<file path="config.mk">
export PLATFORM = sky130hd
export DESIGN_NAME = monitor_maquina
export DESIGN_NICKNAME = d
export VERILOG_FILES = /design/src/rtl/maquina_pkg.sv /design/src/rtl/maquina_trans_check.sv /design/src/rtl/monitor_maquina.sv
export SDC_FILE = /design/constraint.sdc
export NUM_CORES = 1
export LEC_CHECK = 0
export CAP_MARGIN = 20
export CELL_PAD_IN_SITES_DETAIL_PLACEMENT = 1
export CELL_PAD_IN_SITES_GLOBAL_PLACEMENT = 2
export CORE_ASPECT_RATIO = 0.9
export CORE_UTILIZATION = 29
export CTS_CLUSTER_DIAMETER = 150
export DETAILED_ROUTE_END_ITERATION = 16
export PLACE_DENSITY = 0.72
export SETUP_SLACK_MARGIN = 0.2
export SYNTH_ARGS = -nofsm -noshare
export SYNTH_HDL_FRONTEND = slang
export SYNTH_SLANG_ARGS = --single-unit
</file>
<file path="constraint.sdc">
create_clock -name clk -period 1.9 [get_ports clk]
set_input_delay 0.19 -clock clk [delete_from_list [all_inputs] [get_ports clk]]
set_output_delay 0.19 -clock clk [all_outputs]
set_load 0.05 [all_outputs]
</file>
<file path="src/rtl/maquina_pkg.sv">
`default_nettype none
// +------------------------------------------------------------------+
// | maquina_pkg: coffee machine state encodings and monitor err codes |
// | Rev 1.0                                                           |
// +------------------------------------------------------------------+
package maquina_pkg;

    typedef enum logic [3:0] {
        ST_IDLE      = 4'd1,
        ST_LIGAR     = 4'd2,
        ST_VERIFICAR = 4'd3,
        ST_ENCHER    = 4'd4,
        ST_MOER      = 4'd5,
        ST_COLOCAR   = 4'd6,
        ST_PASSAR    = 4'd7,
        ST_TAMPEAR   = 4'd8,
        ST_EXTRACAO  = 4'd9
    } maq_state_e;

    localparam logic [2:0] C_ERR_NONE        = 3'd0;
    localparam logic [2:0] C_ERR_INVALID     = 3'd1;
    localparam logic [2:0] C_ERR_ILLEGAL     = 3'd2;
    localparam logic [2:0] C_ERR_NO_START    = 3'd3;
    localparam logic [2:0] C_ERR_STUCK_START = 3'd4;
    localparam logic [2:0] C_ERR_REFILL      = 3'd5;
    localparam logic [2:0] C_ERR_RESET       = 3'd6;

    function automatic logic is_valid_state(input logic [3:0] s);
        return (s >= ST_IDLE) && (s <= ST_EXTRACAO);
    endfunction

    // Single successor for states whose next step is unconditional.
    function automatic logic [3:0] fixed_next(input logic [3:0] s);
        logic [3:0] n;
        n = 4'd0;
        case (s)
            ST_LIGAR:    n = ST_VERIFICAR;
            ST_ENCHER:   n = ST_VERIFICAR;
            ST_MOER:     n = ST_COLOCAR;
            ST_COLOCAR:  n = ST_PASSAR;
            ST_PASSAR:   n = ST_TAMPEAR;
            ST_TAMPEAR:  n = ST_EXTRACAO;
            ST_EXTRACAO: n = ST_IDLE;
            default:     n = 4'd0;
        endcase
        return n;
    endfunction

endpackage
`default_nettype wire

</file>
<file path="src/rtl/maquina_trans_check.sv">
`default_nettype none
// +------------------------------------------------------------------+
// | maquina_trans_check: combinational legality check of one step     |
// | Rev 1.0                                                           |
// +------------------------------------------------------------------+
module maquina_trans_check
    import maquina_pkg::*;
(
    input  logic [3:0] prev_state,
    input  logic       prev_start,
    input  logic [3:0] state,
    input  logic       filled,
    output logic       viol,
    output logic [2:0] code
);

    always_comb begin
        viol = 1'b0;
        code = C_ERR_NONE;
        if (!is_valid_state(state)) begin
            viol = 1'b1;
            code = C_ERR_INVALID;
        end else if (is_valid_state(prev_state)) begin
            case (prev_state)
                ST_IDLE: begin
                    if (state == ST_LIGAR) begin
                        if (!prev_start) begin
                            viol = 1'b1;
                            code = C_ERR_NO_START;
                        end
                    end else if (state == ST_IDLE) begin
                        if (prev_start) begin
                            viol = 1'b1;
                            code = C_ERR_STUCK_START;
                        end
                    end else begin
                        viol = 1'b1;
                        code = C_ERR_ILLEGAL;
                    end
                end
                ST_VERIFICAR: begin
                    if (state == ST_ENCHER || state == ST_MOER) begin
                        // Refill only when empty, grind only once filled.
                        if ((state == ST_ENCHER) == filled) begin
                            viol = 1'b1;
                            code = C_ERR_REFILL;
                        end
                    end else begin
                        viol = 1'b1;
                        code = C_ERR_ILLEGAL;
                    end
                end
                default: begin
                    if (state != fixed_next(prev_state)) begin
                        viol = 1'b1;
                        code = C_ERR_ILLEGAL;
                    end
                end
            endcase
        end
    end

endmodule
`default_nettype wire

</file>
<file path="src/rtl/monitor_maquina.sv">
`default_nettype none
// +------------------------------------------------------------------+
// | monitor_maquina: protocol monitor and brew counter for the FSM    |
// | Rev 1.0                                                           |
// +------------------------------------------------------------------+
module monitor_maquina
    import maquina_pkg::*;
(
    input  logic       clk,
    input  logic       rst_n,
    input  logic [3:0] state,
    input  logic       start,
    input  logic       err_clr,
    output logic       busy,
    output logic       cafe_done,
    output logic [7:0] cafe_count,
    output logic       refill_seen,
    output logic       err,
    output logic [2:0] err_code
);

    logic [3:0] prev_state_q, prev_state_d;
    logic       prev_start_q, prev_start_d;
    logic       post_rst_q, post_rst_d;
    logic       filled_q, filled_d;
    logic       cafe_done_q, cafe_done_d;
    logic [7:0] cafe_count_q, cafe_count_d;
    logic       err_q, err_d;
    logic [2:0] err_code_q, err_code_d;

    logic       w_tc_viol;
    logic [2:0] w_tc_code;
    logic       w_viol;
    logic [2:0] w_code;

    maquina_trans_check u_trans_check (
        .prev_state (prev_state_q),
        .prev_start (prev_start_q),
        .state      (state),
        .filled     (filled_q),
        .viol       (w_tc_viol),
        .code       (w_tc_code)
    );

    always_comb begin
        prev_state_d = state;
        prev_start_d = start;
        post_rst_d   = 1'b0;
        filled_d     = filled_q | (state == ST_ENCHER);

        // The first sample after reset has no meaningful predecessor.
        w_viol = w_tc_viol;
        w_code = w_tc_code;
        if (post_rst_q) begin
            w_viol = 1'b0;
            w_code = C_ERR_NONE;
            if (!is_valid_state(state)) begin
                w_viol = 1'b1;
                w_code = C_ERR_INVALID;
            end else if (state != ST_IDLE) begin
                w_viol = 1'b1;
                w_code = C_ERR_RESET;
            end
        end

        cafe_done_d  = !post_rst_q && (prev_state_q == ST_EXTRACAO) && (state == ST_IDLE);
        cafe_count_d = cafe_count_q;
        if (cafe_done_d && (cafe_count_q != 8'hFF)) begin
            cafe_count_d = cafe_count_q + 8'd1;
        end

        // A violation beats a simultaneous clear; otherwise the first cause sticks.
        err_d      = err_q;
        err_code_d = err_code_q;
        if (w_viol) begin
            err_d = 1'b1;
            if (!err_q || err_clr) begin
                err_code_d = w_code;
            end
        end else if (err_clr) begin
            err_d      = 1'b0;
            err_code_d = C_ERR_NONE;
        end
    end

    always_ff @(posedge clk or negedge rst_n) begin
        if (!rst_n) begin
            prev_state_q <= ST_IDLE;
            prev_start_q <= 1'b0;
            post_rst_q   <= 1'b1;
            filled_q     <= 1'b0;
            cafe_done_q  <= 1'b0;
            cafe_count_q <= 8'd0;
            err_q        <= 1'b0;
            err_code_q   <= C_ERR_NONE;
        end else begin
            prev_state_q <= prev_state_d;
            prev_start_q <= prev_start_d;
            post_rst_q   <= post_rst_d;
            filled_q     <= filled_d;
            cafe_done_q  <= cafe_done_d;
            cafe_count_q <= cafe_count_d;
            err_q        <= err_d;
            err_code_q   <= err_code_d;
        end
    end

    assign busy        = !post_rst_q && (prev_state_q != ST_IDLE);
    assign cafe_done   = cafe_done_q;
    assign cafe_count  = cafe_count_q;
    assign refill_seen = filled_q;
    assign err         = err_q;
    assign err_code    = err_code_q;

endmodule
`default_nettype wire

</file>
==> flow_metrics.env, run 1 <==
export IMPL_yosysSeqAreaShare_pct=41.0
export IMPL_syn_area_um2=1230
export IMPL_slew_headroom_pct=65.7
export IMPL_grt_first_pass_wirelength_um=6030
export IMPL_r2r_slack_ns=0.008
export IMPL_dp_hpwl_um=2560
export IMPL_critPathKind="register to register"
export IMPL_finalCritPeriodShare_pct=99.6
export IMPL_antenna_found_initial=0
export IMPL_grt_overflow_total=0
export IMPL_cp_start_kind="register"
export IMPL_cp_required_ns=2.05
export IMPL_fmax_mhz=529
export IMPL_postPlaceCellArea_um2=1700
export IMPL_die_h_um=63.7
export IMPL_clk_latency_ns=0.26
export IMPL_synthTopCellsByCount="dfrtp_1, a21oi_1, nor2_1, nand2_1"
export IMPL_cp_arrival_ns=2.04
export IMPL_areaGrowthSynthToFinish_pct=57.8
export IMPL_yosys_area_top_type_share_pct=36.7
export IMPL_vias=1097
export IMPL_die_width_um=70.6
export IMPL_rsz0062_at_grt="yes"
export IMPL_postLayoutCoreUtil_pct=47.5
export IMPL_place_ws_ns=-0.368
export IMPL_synth_ff_latch_count=20
export IMPL_first_iter_violations=37
export IMPL_drv_cap=0
export IMPL_cts_sinks=20
export IMPL_path_clk_slew_ns=0.08
export IMPL_hold_viol=0
export IMPL_diodes=0
export IMPL_vias_per_cell=5.03
export IMPL_postSynthCellCount=120
export IMPL_async_reset_ff_share_pct=100
export IMPL_core_um2=4070
export IMPL_start_util_pct=30.1
export IMPL_num_io_pins=23
export IMPL_period_needed_ns=1.89
export IMPL_synth_avg_cell_area_um2=10.2
export IMPL_power_density_nw_per_um2=544
export IMPL_layout_nets=181
export IMPL_path_max_fanout=6
export IMPL_post_synth_top_count_cell="dfrtp_1"
export IMPL_gp_congestion=0.776
export IMPL_grt_pass1_vias=1215
export IMPL_fin_area_um2=1940
export IMPL_cts_tree="built"
export IMPL_max_clock_path_buffers=2
export IMPL_design_die_area_um2=4500
export IMPL_fin_skew_ns=0.00345
export IMPL_fin_cells=218
export IMPL_portBuffers=22
export IMPL_grt_max_degree=21
export IMPL_synth_edf_count=0
export IMPL_setup_viol=0
export IMPL_firstDrtPassIters=4
export IMPL_seqCellArea_um2=513
export IMPL_fp_row_count=22
export IMPL_synth_area_top_cells="dfrtp_1, dfstp_2, xnor2_1"
export IMPL_status="finished, final reports clean"
export IMPL_htree_levels=1
export IMPL_tightest_slew_ns=0.514
export IMPL_routedWlPerCell_um=16.5
export IMPL_wl_um=3600
export IMPL_worstHoldPathType="primary input to asynchronous set/reset pin"
export IMPL_root_buffer="clkbuf_8"
export IMPL_synthFlopType="dfrtp_1"
export IMPL_cts_inserted_buffers=3
export IMPL_ant_nets=0
export IMPL_fill_cells=459
export IMPL_synthDistinctLibCells=46
export IMPL_syn_nets=130
export IMPL_ys_warn_count=0
export IMPL_drv_slew=0
export IMPL_tns_ns=0
export IMPL_fin_ws_ns=0.00808
export IMPL_grtUsageTotal_pct=17.7
export IMPL_multi_input_area_um2=797
export IMPL_p_leak_nw=0.901
export IMPL_dp_cells=207
export IMPL_layout_drive_gt1_share_pct=44.7
export IMPL_route_detailed_drc=0
export IMPL_vdd_drop_max_v=0.000252
export IMPL_synth_largest_area_cell="dfrtp_1"
export IMPL_cp_end_kind="register"
==> kinds of logic (layout without fill, tap and decap cells) <==
| kind of cell | count (synthesis) | after routing | share of synthesized area [%] |
|---|---|---|---|
| flip-flops | 20 | 20 | 41.0 |
| buffers and inverters | 14 | 64 | 6.32 |
| AND/OR/NAND/NOR | 43 | 43 | 22.7 |
| XOR/XNOR | 8 | 8 | 5.71 |
| AO/OA/AOI/OAI | 28 | 28 | 17.7 |
| other | 1 | 1 | 0.306 |
| adder cells (fa/ha/maj) | 2 | 2 | 2.04 |
| multiplexers | 4 | 4 | 4.18 |
==> path summary, 6_finish.rpt <==
| kind | from | endpoint | cells past startpoint |
|---|---|---|---|
| worst max register to register | prev_state_q[0] | err_code[2] | 6 |
| worst max-delay path | prev_state_q[0] | err_code[2] | 6 |
| max in group asynchronous | rst_n | post_rst_q | 2 |
| worst min-delay path | rst_n | prev_start_q | 2 |
| worst min register to register | err_code[0] | err_code[0] | 1 |
| min in group clk | state[1] | prev_state_q[1] | 2 |
==> worst max-delay path, stage by stage, from the launching register on <==
cell	delay (ns)
dfstp_2	0.63
buf_6	0.16
or4_1	0.11
o211a_1	0.19
nand3_4	0.11
a31oi_4	0.26
mux2_4	0.33
==> cell usage in the layout (no fill, tap or decap), types with 2 or more instances in the layout <==
master,instances
inv_1,4
a21oi_2,3
nor4b_4,2
a21oi_1,4
clkbuf_8,3
nand3_4,3
nor2_1,6
clkdlybuf4s50_1,8
dlymetal6s2s_1,5
xnor2_2,2
a31oi_4,2
dfstp_2,2
o32ai_1,2
o21ai_0,4
a32oi_1,2
mux2_4,3
buf_6,6
xnor2_1,3
dlygate4sd2_1,8
nor3_2,2
nand4_1,5
nand2_1,6
dfrtp_1,10
nand3_1,3
buf_4,27
dfrtp_2,8
a21o_1,4
and3_4,2
xor2_1,2
nand2b_1,2
==> through the flow <==
stage	power, mW	hold WS, ns
global route	1.11	0.284
finish	1.05	0.263
floorplan	0.622	-0.106
global placement	0.728	0.468
detailed placement	0.735	0.471
CTS	1.05	0.272
==> timing repair <==
item	4_1_cts	5_1_grt
hold buffers	0	0
pin swaps	12	13
gates cloned	0	0
setup buffers	4	3
endpoints found under the hold margin	0	0
resized for setup	26	16
setup endpoints to repair	15	17
==> power by group <==
group | internal, mW | switching, mW | total, mW
clock | 0.150 | 0.148 | 0.297
combinational | 0.130 | 0.151 | 0.281
sequential | 0.447 | 0.0271 | 0.474
==> state kept, by name (all words and copies together), names as in the netlist <==
signal        cells
cafe_count        8
prev_state_q      4
err_code          3
cafe_done         1
err               1
post_rst_q        1
prev_start_q      1
refill_seen       1
==> routing by layer <==
| metal | vias to the layer above | global-route usage, % | part of all wire [%] |
|---|---|---|---|
| met5 | - | 0 | 0 |
| met4 | 0 | 7.50 | 1.5 |
| met3 | 4 | 3.52 | 2.9 |
| met2 | 15 | 29.6 | 50 |
| met1 | 553 | 22.2 | 45 |
| li1 | 525 | - | - |
==> cell type report <==
type                    count  area share (%)
clock buffers               4            2.33
multi-input cells          86            41.1
well taps                  48            3.10
flip-flops and latches     20            26.5
repair buffers             55            26.0
inverters                   5           0.969
No activity file was read; power rests on OpenSTA's default activity.
==> run 2: changes to the inputs <==
--- a/config.mk
+++ b/config.mk
@@ -17,3 +17,4 @@
 export SYNTH_ARGS = -nofsm -noshare
 export SYNTH_HDL_FRONTEND = slang
 export SYNTH_SLANG_ARGS = --single-unit
+export TNS_END_PERCENT = 50
==> run 2 against run 1 <==
  * Die area did not move
  * Total power rose by 0.15%
  * Routed wire length rose by 0.33%
  * Cell count did not move
  * Flip-flop and latch count did not move
  * Clock-buffer cell count did not move
  * Setup slack barely moved
  * Fmax barely moved
  * First-iteration DRC count did not move
  * Clock power barely moved
  * Design area rose by 0.77%
  * Critical path type unchanged
  * Critical endpoint unchanged
  * Highest routed layer unchanged
==> flow_metrics.env, run 2 (same netlist as run 1, synthesis figures left out) <==
export IMPL_cp_end_kind="register"
export IMPL_hold_viol=0
export IMPL_tns_ns=0
export IMPL_grt_pass1_vias=1209
export IMPL_vias=1093
export IMPL_drv_slew=0
export IMPL_rsz0062_at_grt="yes"
export IMPL_place_ws_ns=-0.368
export IMPL_grt_overflow_total=0
export IMPL_worstHoldPathType="primary input to asynchronous set/reset pin"
export IMPL_crit_start="prev_state_q[0]"
export IMPL_die_h_um=63.7
export IMPL_final_common_cell="buf_4"
export IMPL_critPathKind="register to register"
export IMPL_grtUsageTotal_pct=17.6
export IMPL_die_width_um=70.6
export IMPL_fp_row_count=22
export IMPL_path_max_fanout=6
export IMPL_areaGrowthSynthToFinish_pct=59.0
export IMPL_power_density_nw_per_um2=540
export IMPL_fill_cells=458
export IMPL_core_um2=4070
export IMPL_postPlaceCellArea_um2=1700
export IMPL_grt_first_pass_wirelength_um=6000
export IMPL_cp_required_ns=2.05
export IMPL_htree_levels=1
export IMPL_slew_headroom_pct=65.0
export IMPL_first_iter_violations=37
export IMPL_routedWlPerCell_um=16.6
export IMPL_fmax_mhz=528
export IMPL_diodes=0
export IMPL_ant_nets=0
export IMPL_dp_hpwl_um=2560
export IMPL_antenna_found_initial=0
export IMPL_cp_arrival_ns=2.04
export IMPL_vdd_drop_max_v=0.000252
export IMPL_cp_start_kind="register"
export IMPL_p_leak_nw=0.955
export IMPL_root_buffer="clkbuf_8"
export IMPL_route_detailed_drc=0
export IMPL_fin_ws_ns=0.00759
export IMPL_mostFrequentLayoutCells="buf_4, dfrtp_1, dlymetal6s2s_1, dfrtp_2, clkdlybuf4s50_1"
export IMPL_num_io_pins=23
export IMPL_ctsHoldBuffers=0
export IMPL_wl_um=3610
export IMPL_grt_max_degree=21
export IMPL_path_clk_slew_ns=0.08
export IMPL_period_needed_ns=1.89
export IMPL_firstDrtPassIters=4
export IMPL_clk_latency_ns=0.26
export IMPL_tightest_slew_ns=0.525
export IMPL_status="finished, final reports clean"
export IMPL_worstReg2RegStart="prev_state_q[0]"
export IMPL_gp_congestion=0.776
export IMPL_vias_per_cell=5.01
export IMPL_layout_drive_gt1_share_pct=44.7
export IMPL_cts_sinks=20
export IMPL_largest_register_ffs=8
export IMPL_start_util_pct=30.1
export IMPL_cts_inserted_buffers=3
export IMPL_drv_cap=0
export IMPL_fin_area_um2=1950
export IMPL_fin_skew_ns=0.00312
export IMPL_setup_viol=0
export IMPL_max_clock_path_buffers=2
export IMPL_finalCritPeriodShare_pct=99.6
export IMPL_design_die_area_um2=4500
export IMPL_portBuffers=22
export IMPL_postLayoutCoreUtil_pct=47.9
export IMPL_layout_nets=181
export IMPL_cts_tree="built"
run 2: layout make-up:
class	count	area [µm²]	share of cell area, %
repair buffers	55	518	26.5
inverters	5	18.8	0.962
flip-flops and latches	20	513	26.3
multi-input cells	86	797	40.8
well taps	48	60.1	3.08
clock buffers	4	45.0	2.31
run 2: per-stage QoR:
step	total power [mW]	hold WS, ns	cells
finish	1.05	0.262	218
global route	1.11	0.284	218
CTS	1.05	0.272	215
detailed placement	0.735	0.471	207
global placement	0.728	0.468	207
floorplan	0.622	-0.106	120
run 2: final timing paths:
path / endpoint / slack (ns) / cells after the start
setup / recovery: err_code[2] / 0.008 / 6
hold / removal: prev_start_q / 0.26 / 2
setup reg to reg: err_code[2] / 0.008 / 6
hold reg to reg: err_code[0] / 0.49 / 1
max in group asynchronous: post_rst_q / 1.36 / 2
min in group clk: prev_state_q[1] / 0.36 / 2
run 2: layer usage:
metal | wire [µm] | vias to the layer above | global-route usage [%] | part of all wire (%)
li1 | - | 525 | - | -
met1 | 1650 | 549 | 22.1 | 46
met2 | 1810 | 15 | 29.5 | 50
met3 | 98 | 4 | 3.52 | 2.7
met4 | 55 | 0 | 7.50 | 1.5
met5 | 0 | - | 0 | 0
run 2: worst max-delay path, stage by stage (launching register included):
cell and delay [ns]:
dfstp_2 0.63, buf_6 0.16, or4_1 0.11, o211a_1 0.19, nand3_4 0.11, a31oi_4 0.26, mux2_4 0.33
run 2: where the power goes:
group	switching (mW)	internal, mW	leakage, nW
clock network	0.148	0.150	0.0228
registers	0.0272	0.447	0.238
logic	0.151	0.131	0.695
run 2: what timing repair did:
action | CTS | global route
gates cloned | 0 | 0
gates resized for setup | 22 | 20
setup endpoints to repair | 15 | 21
pin swaps | 12 | 13
buffers inserted | 4 | 3
==> run 3: changes to the inputs <==
--- a/config.mk
+++ b/config.mk
@@ -5,14 +5,14 @@
 export SDC_FILE = /design/constraint.sdc
 export NUM_CORES = 1
 export LEC_CHECK = 0
-export CAP_MARGIN = 20
+export ABC_AREA = 1
 export CELL_PAD_IN_SITES_DETAIL_PLACEMENT = 1
 export CELL_PAD_IN_SITES_GLOBAL_PLACEMENT = 2
 export CORE_ASPECT_RATIO = 0.9
-export CORE_UTILIZATION = 29
+export CORE_UTILIZATION = 26
 export CTS_CLUSTER_DIAMETER = 150
 export DETAILED_ROUTE_END_ITERATION = 16
-export PLACE_DENSITY = 0.72
+export PLACE_DENSITY = 0.86
 export SETUP_SLACK_MARGIN = 0.2
 export SYNTH_ARGS = -nofsm -noshare
 export SYNTH_HDL_FRONTEND = slang
==> run 3 against run 2 <==
  * Synthesized cell count grew 33%
  * Area after synthesis shrank 1.4%
  * Via count grew 6.0%
  * First-iteration DRC count shrank 16%
  * Highest routed layer unchanged
==> flow_metrics.env, run 3 <==
export IMPL_rsz0062_at_grt="yes"
export IMPL_synth_xor_area_share_pct=5.07
export IMPL_die_h_um=66.7
export IMPL_first_iter_violations=31
export IMPL_ys_warn_count=0
export IMPL_layout_drive_gt1_share_pct=31.0
export IMPL_critPathKind="register to register"
export IMPL_grtUsageTotal_pct=14.6
export IMPL_grt_first_pass_wirelength_um=5450
export IMPL_tightest_slew_ns=0.496
export IMPL_crit_start="prev_state_q[0]"
export IMPL_cp_required_ns=2.06
export IMPL_setup_viol=0
export IMPL_power_mw=1.08
export IMPL_cp_start_kind="register"
export IMPL_syn_nets=169
export IMPL_fin_ws_ns=0.189
export IMPL_max_clock_path_buffers=2
export IMPL_path_max_fanout=5
export IMPL_gp_congestion=0.776
export IMPL_hp_start="state[1]"
export IMPL_fmax_mhz=585
export IMPL_drv_slew=0
export IMPL_yosysSeqAreaShare_pct=41.6
export IMPL_clk_latency_ns=0.26
export IMPL_path_clk_slew_ns=0.08
export IMPL_route_detailed_drc=0
export IMPL_layout_nets=214
export IMPL_design_die_area_um2=4930
export IMPL_cp_arrival_ns=1.87
export IMPL_synth_avg_cell_area_um2=7.61
export IMPL_worstReg2RegStart="prev_state_q[0]"
export IMPL_synthFlopType="dfrtp_1"
export IMPL_cp_end_kind="register"
export IMPL_r2r_slack_ns=0.19
export IMPL_start_util_pct=27.1
export IMPL_fin_skew_ns=0.00964
export IMPL_diodes=0
export IMPL_portBuffers=22
export IMPL_htree_levels=1
export IMPL_synth_area_top_cells="dfrtp_1, nand2_1, inv_1"
export IMPL_post_synth_top_count_cell="nand2_1"
export IMPL_yosys_area_share_simple_pct=36.1
export IMPL_route_met2_wl_um=1600
export IMPL_wl_met1_um=1540
export IMPL_synth_largest_area_cell="dfrtp_1"
export IMPL_hold_viol=0
export IMPL_fin_hold_ws_ns=0.228
export IMPL_wl_um=3240
export IMPL_drv_cap=0
export IMPL_routedWlPerCell_um=12.2
export IMPL_status="finished, final reports clean"
export IMPL_synth_edf_count=0
export IMPL_fill_cells=545
export IMPL_cts_sinks=20
export IMPL_die_width_um=73.9
export IMPL_period_needed_ns=1.71
export IMPL_root_buffer="clkbuf_8"
export IMPL_vias=1159
export IMPL_highest_layer="met4"
export IMPL_vias_per_cell=4.37
export IMPL_cts_inserted_buffers=3
export IMPL_yosys_area_top_type_share_pct=37.2
export IMPL_synthDistinctLibCells=26
export IMPL_dp_cells=253
export IMPL_p_leak_nw=0.896
export IMPL_fin_cells=265
export IMPL_ant_nets=0
export IMPL_grt_max_degree=21
export IMPL_core_um2=4460
export IMPL_fp_row_count=23
export IMPL_synth_area_mux_share_pct=0.931
export IMPL_antenna_found_initial=0
export IMPL_syn_area_um2=1210
export IMPL_largest_register_ffs=8
export IMPL_cts_tree="built"
export IMPL_slew_headroom_pct=66.8
export IMPL_synth_top_family_by_area="simple AND/OR/NAND/NOR gates"
export IMPL_grt_overflow_total=0
export IMPL_areaGrowthSynthToFinish_pct=48.5
export IMPL_firstDrtPassIters=4
export IMPL_synth_compound_area_share_pct=5.17
export IMPL_synthAdderAreaFrac_pct=2.07
export IMPL_wl_met3_um=91
export IMPL_power_density_nw_per_um2=599
export IMPL_final_common_cell="nand2_1"
export IMPL_synth_ff_latch_count=20
export IMPL_vdd_drop_max_v=0.000315
export IMPL_postSynthCellCount=159
export IMPL_num_io_pins=23
export IMPL_async_reset_ff_share_pct=100
export IMPL_synthTopCellsByCount="nand2_1, inv_1, nand3_1, dfrtp_1, nor2_1"
export IMPL_mostFrequentLayoutCells="nand2_1, inv_1, buf_4, clkdlybuf4s50_1, nand3_1"
export IMPL_grt_pass1_vias=1199
export IMPL_finalCritPeriodShare_pct=90.0
export IMPL_dp_hpwl_um=2410
export IMPL_place_ws_ns=-0.222
export IMPL_worstHoldPathType="primary input to register"
run 3: changes by cell type in the layout (fill, tap and decap cells not counted), moves of 6 or more:
cell	delta
nand2_2	+6
nand2_1	+25
nand3_1	+12
clkdlybuf4s50_1	+9
buf_4	-9
dlymetal6s2s_1	-8
inv_1	+18
run 3: layer usage:
metal	up-vias	GRT usage [%]
met1	549	18.4
met2	13	25.5
met5	-	0
met3	2	3.78
li1	595	-
met4	0	1.44
run 3: metrics by stage:
step                      cell area (µm²)  setup TNS, ns  util (%)
after detailed placement             1600         -0.756      35.9
after global placement               1600         -0.564      35.9
after global routing                 1800              0      40.3
final                                1800              0      40.3
after CTS                            1720              0      38.5
after floorplan                      1230              0         -
run 3: cell families after synthesis:
logic type               count (synthesis)
AND/OR/NAND/NOR                         89
other                                    1
AO/OA/AOI/OAI                           11
adder cells (fa/ha/maj)                  2
flip-flops                              20
XOR/XNOR                                 7
multiplexers                             1
buffers and inverters                   28
run 3: final timing paths:
kind | to | cells after the start
worst max register to register | err_code[1] | 13
worst min-delay path | prev_state_q[1] | 2
worst max-delay path | err_code[1] | 13
min in group asynchronous | cafe_count[6] | 2
worst min register to register | cafe_count[3] | 1
max in group asynchronous | prev_state_q[0] | 2
run 3: report_power, final:
group          total (mW)  switching, mW  internal, mW
clock               0.335          0.150         0.185
combinational       0.269          0.166         0.103
sequential          0.472         0.0223         0.450
run 3: area by class of cell:
class | instances | area [µm²] | area share, %
Timing Repair Buffer | 41 | 367 | 20.4
Inverter | 27 | 104 | 5.78
Tap cell | 62 | 77.6 | 4.32
Sequential cell | 20 | 510 | 28.4
Clock buffer | 4 | 55.1 | 3.06
Multi-Input combinational cell | 111 | 683 | 38.0
run 3: critical path: stages, from the launching register on:
cell and delay (ns):
dfstp_2 0.62, nand2_4 0.09, inv_2 0.07, nand2_2 0.05, nand3_1 0.07, nand2_1 0.06, nor2_1 0.10, nand2_1 0.10
nand2_2 0.09, nand2_4 0.06, nand2_4 0.09, nand2_2 0.07, nand3_1 0.07, nand2_1 0.05
run 3: timing repair:
| action | in CTS | in global routing |
|---|---|---|
| pin swaps | 4 | 15 |
| setup endpoints to repair | 4 | 14 |
| hold buffers | 0 | 0 |
| setup buffers | 4 | 4 |
| resized for setup | 18 | 16 |
